`src/rtl/key_input_conditioner_if.sv`:
```
// key_input_conditioner_if
//   Bundles the button/key signals between the board, the key conditioner
//   and the downstream movement/turn stage.
//   btn_n       : raw active-low buttons {left, right, forward, back}
//   busy        : downstream not ready; holds off new key pulses
//   key_pressed : one-cycle one-hot key event
//   key_held    : debounced active-high button levels
//   master = conditioner side, slave = board/consumer side.
interface key_input_conditioner_if;
    logic [3:0] btn_n;
    logic       busy;
    logic [3:0] key_pressed;
    logic [3:0] key_held;

    modport master (
        input  btn_n,
        input  busy,
        output key_pressed,
        output key_held
    );

    modport slave (
        output btn_n,
        output busy,
        input  key_pressed,
        input  key_held
    );
endinterface

```
`src/rtl/key_input_conditioner.sv`:
```
// key_input_conditioner
//   Turns four raw active-low push-buttons into clean one-hot key pulses for
//   the movement/turn stage: 2-flop synchroniser, per-key debounce, press-edge
//   detection, auto-repeat on selected keys, a pending-event latch and an
//   issue FSM that enforces a lockout after every pulse.
//   clk  : system clock
//   rstn : synchronous active-low reset
//   kif  : master side of key_input_conditioner_if
//          (btn_n, busy in; key_pressed, key_held out)
module key_input_conditioner #(
    parameter int unsigned DEBOUNCE_CYCLES = 500000,
    parameter logic [3:0]  REPEAT_MASK     = 4'b0011,
    parameter int unsigned REPEAT_DELAY    = 25000000,
    parameter int unsigned REPEAT_PERIOD   = 10000000,
    parameter int unsigned LOCKOUT_CYCLES  = 1000000
) (
    input logic                      clk,
    input logic                      rstn,
    key_input_conditioner_if.master  kif
);

    localparam int unsigned DbW    = (DEBOUNCE_CYCLES > 1) ? $clog2(DEBOUNCE_CYCLES) : 1;
    localparam int unsigned RepMax = (REPEAT_DELAY > REPEAT_PERIOD) ? REPEAT_DELAY
                                                                     : REPEAT_PERIOD;
    localparam int unsigned RpW    = (RepMax > 1) ? $clog2(RepMax) : 1;
    localparam int unsigned LkW    = (LOCKOUT_CYCLES > 1) ? $clog2(LOCKOUT_CYCLES) : 1;

    localparam logic [DbW-1:0] DbLast     = DbW'((DEBOUNCE_CYCLES > 0) ? DEBOUNCE_CYCLES - 1 : 0);
    localparam logic [RpW-1:0] DelayLast  = RpW'((REPEAT_DELAY > 0) ? REPEAT_DELAY - 1 : 0);
    localparam logic [RpW-1:0] PeriodLast = RpW'((REPEAT_PERIOD > 0) ? REPEAT_PERIOD - 1 : 0);
    localparam logic [LkW-1:0] LockLast   = LkW'((LOCKOUT_CYCLES > 0) ? LOCKOUT_CYCLES - 1 : 0);

    typedef enum logic [1:0] {StIdle, StFire, StLock} state_e;

    // ------------------------------------------------------------------
    // Synchroniser
    // ------------------------------------------------------------------
    logic [3:0] sync1_q, sync2_q, sync;

    always_ff @(posedge clk) begin
        if (!rstn) begin
            sync1_q <= 4'b1111;
            sync2_q <= 4'b1111;
        end else begin
            sync1_q <= kif.btn_n;
            sync2_q <= sync1_q;
        end
    end

    assign sync = ~sync2_q;

    // ------------------------------------------------------------------
    // Debounce: accept a new level only after DEBOUNCE_CYCLES consecutive
    // differing samples; any agreeing sample restarts the count.
    // ------------------------------------------------------------------
    logic [3:0][DbW-1:0] db_cnt_q, db_cnt_d;
    logic [3:0]          stable_q, stable_d, stable_prev_q;

    always_comb begin
        for (int i = 0; i < 4; i++) begin
            db_cnt_d[i] = '0;
            stable_d[i] = stable_q[i];
            if (sync[i] != stable_q[i]) begin
                if (db_cnt_q[i] == DbLast) begin
                    stable_d[i] = ~stable_q[i];
                end else begin
                    db_cnt_d[i] = db_cnt_q[i] + 1'b1;
                end
            end
        end
    end

    // ------------------------------------------------------------------
    // Auto-repeat: first event REPEAT_DELAY cycles after the stable press,
    // then every REPEAT_PERIOD cycles. The counter reloads at each event so
    // it never wraps.
    // ------------------------------------------------------------------
    logic [3:0][RpW-1:0] rep_cnt_q, rep_cnt_d;
    logic [3:0]          rep_first_q, rep_first_d, rep_evt;

    always_comb begin
        for (int i = 0; i < 4; i++) begin
            rep_evt[i]     = 1'b0;
            rep_cnt_d[i]   = '0;
            rep_first_d[i] = 1'b1;
            if (REPEAT_MASK[i] && stable_q[i]) begin
                rep_first_d[i] = rep_first_q[i];
                if (rep_cnt_q[i] == (rep_first_q[i] ? DelayLast : PeriodLast)) begin
                    rep_evt[i]     = 1'b1;
                    rep_first_d[i] = 1'b0;
                end else begin
                    rep_cnt_d[i] = rep_cnt_q[i] + 1'b1;
                end
            end
        end
    end

    // ------------------------------------------------------------------
    // Pending latch and issue FSM
    // ------------------------------------------------------------------
    logic [3:0]     press_evt, pending_q, pending_d, clr;
    state_e         state_q, state_d;
    logic [1:0]     winner_q, winner_d;
    logic [LkW-1:0] lock_cnt_q, lock_cnt_d;
    logic [3:0]     key_pressed_q, key_pressed_d;

    assign press_evt = stable_q & ~stable_prev_q;

    always_comb begin
        state_d       = state_q;
        winner_d      = winner_q;
        lock_cnt_d    = lock_cnt_q;
        clr           = 4'b0000;
        key_pressed_d = 4'b0000;

        unique case (state_q)
            StIdle: begin
                if ((pending_q != 4'b0000) && !kif.busy) begin
                    if (pending_q[3])      winner_d = 2'd3;
                    else if (pending_q[2]) winner_d = 2'd2;
                    else if (pending_q[1]) winner_d = 2'd1;
                    else                   winner_d = 2'd0;
                    state_d       = StFire;
                    // Registered output: high exactly during the FIRE cycle.
                    key_pressed_d = 4'b0001 << winner_d;
                end
            end
            StFire: begin
                clr        = 4'b0001 << winner_q;
                lock_cnt_d = '0;
                state_d    = (LOCKOUT_CYCLES > 0) ? StLock : StIdle;
            end
            StLock: begin
                if (lock_cnt_q == LockLast) begin
                    lock_cnt_d = '0;
                    state_d    = StIdle;
                end else begin
                    lock_cnt_d = lock_cnt_q + 1'b1;
                end
            end
            default: state_d = StIdle;
        endcase

        // A new event in the clearing cycle survives (set wins).
        pending_d = (pending_q & ~clr) | press_evt | rep_evt;
    end

    always_ff @(posedge clk) begin
        if (!rstn) begin
            db_cnt_q      <= '0;
            stable_q      <= 4'b0000;
            stable_prev_q <= 4'b0000;
            rep_cnt_q     <= '0;
            rep_first_q   <= 4'b1111;
            pending_q     <= 4'b0000;
            state_q       <= StIdle;
            winner_q      <= 2'd0;
            lock_cnt_q    <= '0;
            key_pressed_q <= 4'b0000;
        end else begin
            db_cnt_q      <= db_cnt_d;
            stable_q      <= stable_d;
            stable_prev_q <= stable_q;
            rep_cnt_q     <= rep_cnt_d;
            rep_first_q   <= rep_first_d;
            pending_q     <= pending_d;
            state_q       <= state_d;
            winner_q      <= winner_d;
            lock_cnt_q    <= lock_cnt_d;
            key_pressed_q <= key_pressed_d;
        end
    end

    assign kif.key_pressed = key_pressed_q;
    assign kif.key_held    = stable_q;

endmodule

```
`src/flat_wrapper.sv`:
```
// flat-port wrapper written by rule: the top's interface ports become plain ports
module key_input_conditioner_flat 
#(
    parameter int unsigned DEBOUNCE_CYCLES = 500000,
    parameter logic [3:0]  REPEAT_MASK     = 4'b0011,
    parameter int unsigned REPEAT_DELAY    = 25000000,
    parameter int unsigned REPEAT_PERIOD   = 10000000,
    parameter int unsigned LOCKOUT_CYCLES  = 1000000
)
  (clk, rstn, kif_btn_n, kif_busy, kif_key_pressed, kif_key_held);
  key_input_conditioner_if kif_i ();
  input logic clk;
  input logic rstn;
  input wire logic [$bits(kif_i.btn_n)-1:0] kif_btn_n;
  input wire logic [$bits(kif_i.busy)-1:0] kif_busy;
  output wire logic [$bits(kif_i.key_pressed)-1:0] kif_key_pressed;
  output wire logic [$bits(kif_i.key_held)-1:0] kif_key_held;
  assign kif_i.btn_n = kif_btn_n;
  assign kif_i.busy = kif_busy;
  assign kif_key_pressed = kif_i.key_pressed;
  assign kif_key_held = kif_i.key_held;
  key_input_conditioner #(.DEBOUNCE_CYCLES(DEBOUNCE_CYCLES), .REPEAT_MASK(REPEAT_MASK), .REPEAT_DELAY(REPEAT_DELAY), .REPEAT_PERIOD(REPEAT_PERIOD), .LOCKOUT_CYCLES(LOCKOUT_CYCLES)) u_core (.clk(clk), .rstn(rstn), .kif(kif_i));
endmodule
```
`config.mk`:
```
export PLATFORM = sky130hd
export DESIGN_NAME = key_input_conditioner_flat
export DESIGN_NICKNAME = d
export VERILOG_FILES = /design/src/rtl/key_input_conditioner_if.sv /design/src/rtl/key_input_conditioner.sv /design/src/flat_wrapper.sv
export SDC_FILE = /design/constraint.sdc
export NUM_CORES = 1
export LEC_CHECK = 0
export BUFFER_PORTS_ARGS = -buffer_cell sky130_fd_sc_hd__buf_2
export CORE_ASPECT_RATIO = 0.5
export CORE_MARGIN = 3
export CORE_UTILIZATION = 50
export DETAILED_ROUTE_END_ITERATION = 12
export PLACE_DENSITY = 0.73
export SLEW_MARGIN = 20
export SYNTH_ARGS = -nofsm -noshare
export SYNTH_HDL_FRONTEND = slang
export SYNTH_SLANG_ARGS = --single-unit
```
`constraint.sdc`:
```
create_clock -name clk -period 1.8 [get_ports clk]
set_input_delay 0.18 -clock clk [delete_from_list [all_inputs] [get_ports clk]]
set_output_delay 0.18 -clock clk [all_outputs]
set_load 0.005 [all_outputs]
```
Word-level counts from Yosys, hierarchy flattened:

Cells that the tools add are included.

* register bits after elaboration: 176
* latch bits: 0
* bits in writable memories: 0
* ROM bits: 0
* input bits: 7
* output and inout port bits: 8
* word-level logic and storage cells: 97
* memories kept: 0

* $add $sub $neg: 7
* multipliers: 0
* divide/modulo/power cells: 0
* $lt $le $gt $ge: 0
* eq/ne operators: 15
* shift-type cells: 2
* mux-type cells: 17
* bitwise gates (word level): 16
* reductions and logical operators: 20

Operators by type and width (number)
* 19-bit by 1-bit adder with 19-bit output, second input constant: 4
* 19-bit equality test, second input constant: 4
* 25-bit by 1-bit adder with 25-bit output, second input constant: 2
* 25-bit equality test: 2
* 25-bit two-way mux: 2
* 20-bit one-hot mux with 2 select lines: 1
* 20-bit by 1-bit adder with 20-bit output, second input constant: 1
* 20-bit equality test, second input constant: 1
* 20-bit two-way mux: 1
* 3-bit OR reduction: 6
* 2-bit AND reduction: 8
* 2-bit two-way mux: 6
* 4-bit inverter: 3
* 1-bit inverter: 9
* 4-bit AND: 2
* 1-bit by 2-bit left shift with 4-bit output, first input constant: 2
* 2-bit one-hot mux with 3 select lines: 1
* 1-bit two-way mux: 5
* 4-bit two-way mux: 1
* 1-bit != test: 4
* 2-bit by 1-bit != test with 1-bit output, second input constant: 2
* 4-bit by 2-bit bitwise OR with 4-bit output: 1
* 4-bit bitwise OR: 1
* 4-bit nonzero test: 1
* other kinds (7): 7

Logic depth before layout (Yosys ltp):

* depth after elaboration: 6
* mapped depth: 7
* gate-level depth less buffers: 6

Worst setup path after synthesis:

Ideal clock, no wire load.

* path type: reg-to-reg
* start: reg u_core.state_q[0]
* end: reg u_core.lock_cnt_q[10]
* setup time: 0.128 ns
* arrival: 1.810 ns
* required time: 1.672 ns
* setup slack: -0.138 ns
* cell stages (with the launch flop): 7
* path buffers: 1
* period minus slack after synthesis: 1.938 ns
* path through: dfxtp_1 inv_1 ha_1 inv_1 o31ai_1 clkbuf_1 nor2_1

* word-level cells in the longest chain between the ends: 2
* elaborated cells between the ends (all ways): 4
* those cells by class: eq/ne (2); mux (1); reduce/logical (1)

RTL lines
* start, declared: line key_input_conditioner.sv:102 `state_e state_q, state_d;`
* start signal, assigned: line key_input_conditioner.sv:156 `state_q <= StIdle;`
* start signal, assigned: line key_input_conditioner.sv:167 `state_q <= state_d;`
* 2-bit equality test or 2-bit by 1-bit equality test with 1-bit output (tied branches): line key_input_conditioner.sv:116 `unique case (state_q)`
* 20-bit one-hot mux with 2 select lines or 2-bit nonzero test (tied branches)
* end signal, assigned: line key_input_conditioner.sv:169 `lock_cnt_q <= lock_cnt_d;`
* end, declared: line key_input_conditioner.sv:104 `logic [LkW-1:0] lock_cnt_q, lock_cnt_d;`

Several ways; a longest one is shown, not always the timed one.
A chain may end at the register's enable or synchronous reset.

Worst setup path after layout:

* start: reg u_core.db_cnt_q[9] (netlist bit)
* end: reg u_core.db_cnt_q[3] (netlist bit)

* word-level cells in the longest chain between the ends: 2

RTL lines
* start, declared: line key_input_conditioner.sv:56 `logic [3:0][DbW-1:0] db_cnt_q, db_cnt_d;`
* start signal, assigned: line key_input_conditioner.sv:161 `db_cnt_q <= db_cnt_d;`
* 19-bit equality test: line key_input_conditioner.sv:64 `if (db_cnt_q[i] == DbLast) begin`
* 3-bit OR reduction (no source line)

No other way between the ends.

==> impl_results.md <==
* IO buf count at 14
* Setup crit start: u_core.db_cnt_q[9]
* Critical path class: flip-flop to flip-flop
* Vias in the first global route at around 6800
* CTS root buf: clkbuf_16
* First-pass GRT wire length at between 30000 and 40000 um
* Clk pwr share at a little under half
* Max stage delay on crit path at 550 ps
* Reg2Reg Launch Point: u_core.db_cnt_q[9]
* Post-route cell area at roughly 10000 um2
* Placed Area at 9130 um2
* Combinational share of power at 2.8%
* FFs w/ async S/R, synth at 0%
* Vias per cell at 5.75
* Yosys top cell by area: dfxtp_1
* Clock skew at 9.92 ps
* Switch Pwr at ~1.8 mW
* Hold path start: kif_busy
* Stages on worst setup path at 5
* Layout fillers at 1140
* Worst R2R End: u_core.db_cnt_q[3]
* Top Family by Delay on Critical Path: simple AND/OR/NAND/NOR gates
* Synth Register Bits at between 150 and 200
* Post-Synth XOR/XNOR Area at between 8 and 9%
* Routed WL per cell at around 15 um
* FMAX at 515 MHz
* Residual DRC at 0
* Max-slew violations at 0
* Sequential Power Share at 51.1%
* Share of the synthesized area in the top cell type at 44.1%
* Core ar. at between 15000 and 20000 um2
* Final Hold Viols at 0
* Post-synthesis mux area share at 0.251%
* Initial antenna violation count at 0
* Worst skew pair latency at ~420 ps
* Row count at 31
* Storage cell area at 3560 um2
* Post-layout min period at slightly below 2000 ps
* Post-Syn Area per Cell at 8.82 um2
* Largest net degree at the start of global routing at 28
* Nature of the critical path endpoint: flip-flop
* Initial DRC Count at between 400 and 500
* H-tree depth at 4
* Post-synth EDFFs at 0
* Via count at ~7000
* Share of cells above drive strength 1 at a little over a quarter
* Max_cap viols at 0
* Final number of setup-violating endpoints at 44
* Synth Area in Compound Gates at 11.7%
* Synth top area cells: dfxtp_1 (44%), xnor2_1 (5.2%), nor2_1 (4.1%)
* PD cells at between 700 and 800 nW/um2
* Post-route setup slack at -143 ps
* Antenna cell count at 0
* Failing checks: negative setup slack
* Die height at approximately 95 um
* Pleak at ~3.3 nW
* Die X-Extent at ~180 um
* Num CTS Buffers at 17
* Synth unique cells at a little under 60
* I/O pin count at 15
* CTS tree: yes
* Num Clock Sinks at roughly 180
* Commonest non-fill, non-tap cells in the layout: dfxtp_1 (147), buf_4 (121), nor2_1 (88)
* Most common cell after layout, fill and taps aside: dfxtp_1
* Status: complete, but fails checks
* Cell Int Power at roughly 5.8 mW
* CP Data Required Time at 2120 ps
* Crit path capture: u_core.db_cnt_q[3]
* Post-synthesis simple-gate area fraction at between 30% and 40%
* Sequential-to-total area share from yosys stat at around 44%
* Post-synthesis net count at roughly 920
* Gpl congestion at roughly 0.8
* Fin Hold WS at 152 ps
* Final core utilization at between 60% and 70%
* Worst Tran Pin Value at 475 ps
* Post-synthesis cell count at 906
* Total Routing Usage GR at a little over 20%
* Post-detail-place hpwl at ~12000 um
* Slew Limit Headroom at ~70%
* Initial DRT Pass Iterations at 5
* CP startpoint kind: flip-flop
* Layout Nets at 1056
* Register-to-Register Path Depth at 5
* Switching Fraction at 23.6%
* Worst-path cell chain: or4b_4 > or4_4 > o21bai_4 > clkbuf_16 > nor2_1
* Grt ovf at 0
* Ys flop type: dfxtp_1
* Worst-path clk slew at approximately 80 ps
* Type of the worst min-delay path: input pin to flip-flop
* Synth warn at 0
* Die area at approximately 18000 um2
* Largest family of logic cells by synthesized area: simple AND/OR/NAND/NOR gates
* Crit-path slowest cell: or4_4
* Multi-input logic area at ~4500 um2
* Unrepaired setup endpoints after global routing: true
* Clock Tree Buf Depth at 2
* Worst R2R Setup Slack at -140 ps
* Crit path max fanout at 8
* Post-synthesis cell area at between 7000 and 8000 um2
* Initial core utilization at 53.1%
* VDD IR max at 791 uV
* Arrival @ worst endpoint at 2270 ps
* Adder-Cell Fraction of Synth Area at 1.72%
* Antenna Nets Post-Route at 0
* Period utilisation layout at 108%
* CP Buf/Inv Count at 1
* Total wire length at 18300 um
* Area Overhead vs Synth at 27.1%
[per-layer routing]
metal / up-vias / part of all wire (%) / wire (um) / track usage [%]
li1: 3579 / - / - / -
met1: 3415 / 46 / 8380 / 26.2
met4: 0 / 1.8 / 335 / 7.30
met5: - / 0 / 0 / 0
met2: 156 / 49 / 8860 / 35.9
met3: 36 / 3.7 / 681 / 3.73
[cells in the mapped netlist (3+ instances only)]
library cell,count
or4_1,31
xnor2_1,47
and4b_1,4
or4b_1,3
a21oi_1,50
or2_2,3
nand2b_1,9
and2_1,7
and4_1,16
o21ai_0,35
buf_2,7
nor4_1,17
a21o_1,3
nand2_1,68
or4_4,3
o31ai_1,28
nor4b_1,14
or4b_2,3
nor4bb_1,5
dfxtp_1,176
nand4_1,26
xor2_1,35
ha_1,11
clkbuf_1,24
inv_1,23
a211oi_1,12
and3_1,10
or3_1,33
nor2_1,88
nand3_1,57
nor2b_1,3
nor3_1,25
[cells by family after synthesis]
family,count (synthesis)
simple gates,432
fa+ha+maj,11
xor+xnor,82
buf+inv,58
flops,176
mux,2
compound gates,145
[layout make-up]
class                           instances  share of cell area (%)
Sequential cell                       176                    35.1
Clock inverter                         15                    1.36
Timing Repair Buffer                  147                    11.4
Inverter                               24                   0.887
Tap cell                              198                    2.44
Clock buffer                           17                    4.19
Multi-Input combinational cell        672                    44.6
[power by group through the flow]
stage,Sequential (mW),Clock [mW],Combinational (mW)
floorplan,4.00,0,0.106
global placement,4.00,0,0.186
detailed placement,4.00,0,0.191
CTS,3.91,3.57,0.208
global route,3.91,3.76,0.233
finish,3.91,3.53,0.213
[state kept, by name (all words and copies together) (netlist names)]
signal and count:
u_core.db_cnt_q 76, u_core.kif.key_held 4, u_core.kif.key_pressed 4, u_core.lock_cnt_q 20
u_core.pending_q 4, u_core.rep_cnt_q 50, u_core.rep_first_q 2, u_core.stable_prev_q 4
u_core.state_q 2, u_core.sync1_q 4, u_core.sync2_q 4, u_core.winner_q 2
[through the flow]
step	setup WS [ps]	total power, mW	cells	TNS, ps
6_report	-143	7.65	1249	-4790
5_1_grt	-223	7.91	1249	-8330
4_1_cts	-106	7.70	1246	-2490
3_5_place_dp	-107	4.20	1205	-1860
3_3_place_gp	-103	4.19	1205	-1130
2_1_floorplan	-100	4.11	906	-2890
[tightest hold or removal path, cell delays in order]
cell and delay, ps:
buf_2 100, nor3b_1 60, nand2_1 100, nor2_1 70
[worst min path at each step]
stage               depth (start not counted)                   endpoint  slack, ps
floorplan                                   1          u_core.sync1_q[0]        280
global placement                            2          u_core.sync1_q[2]        360
detailed placement                          2          u_core.sync1_q[2]        360
CTS                                         4  u_core.kif.key_pressed[2]        140
global route                                2          u_core.sync2_q[3]        180
finish                                      4  u_core.kif.key_pressed[1]        150
[timing repair]
item                       4_1_cts  5_1_grt
buffers inserted                 3        3
hold buffers                     4        0
pin swaps                        6       17
cloned                           2        1
setup endpoints to repair       54       99
hold endpoints to repair         4        0
gates resized for setup         28       68
(Power assumes the default switching activity.)
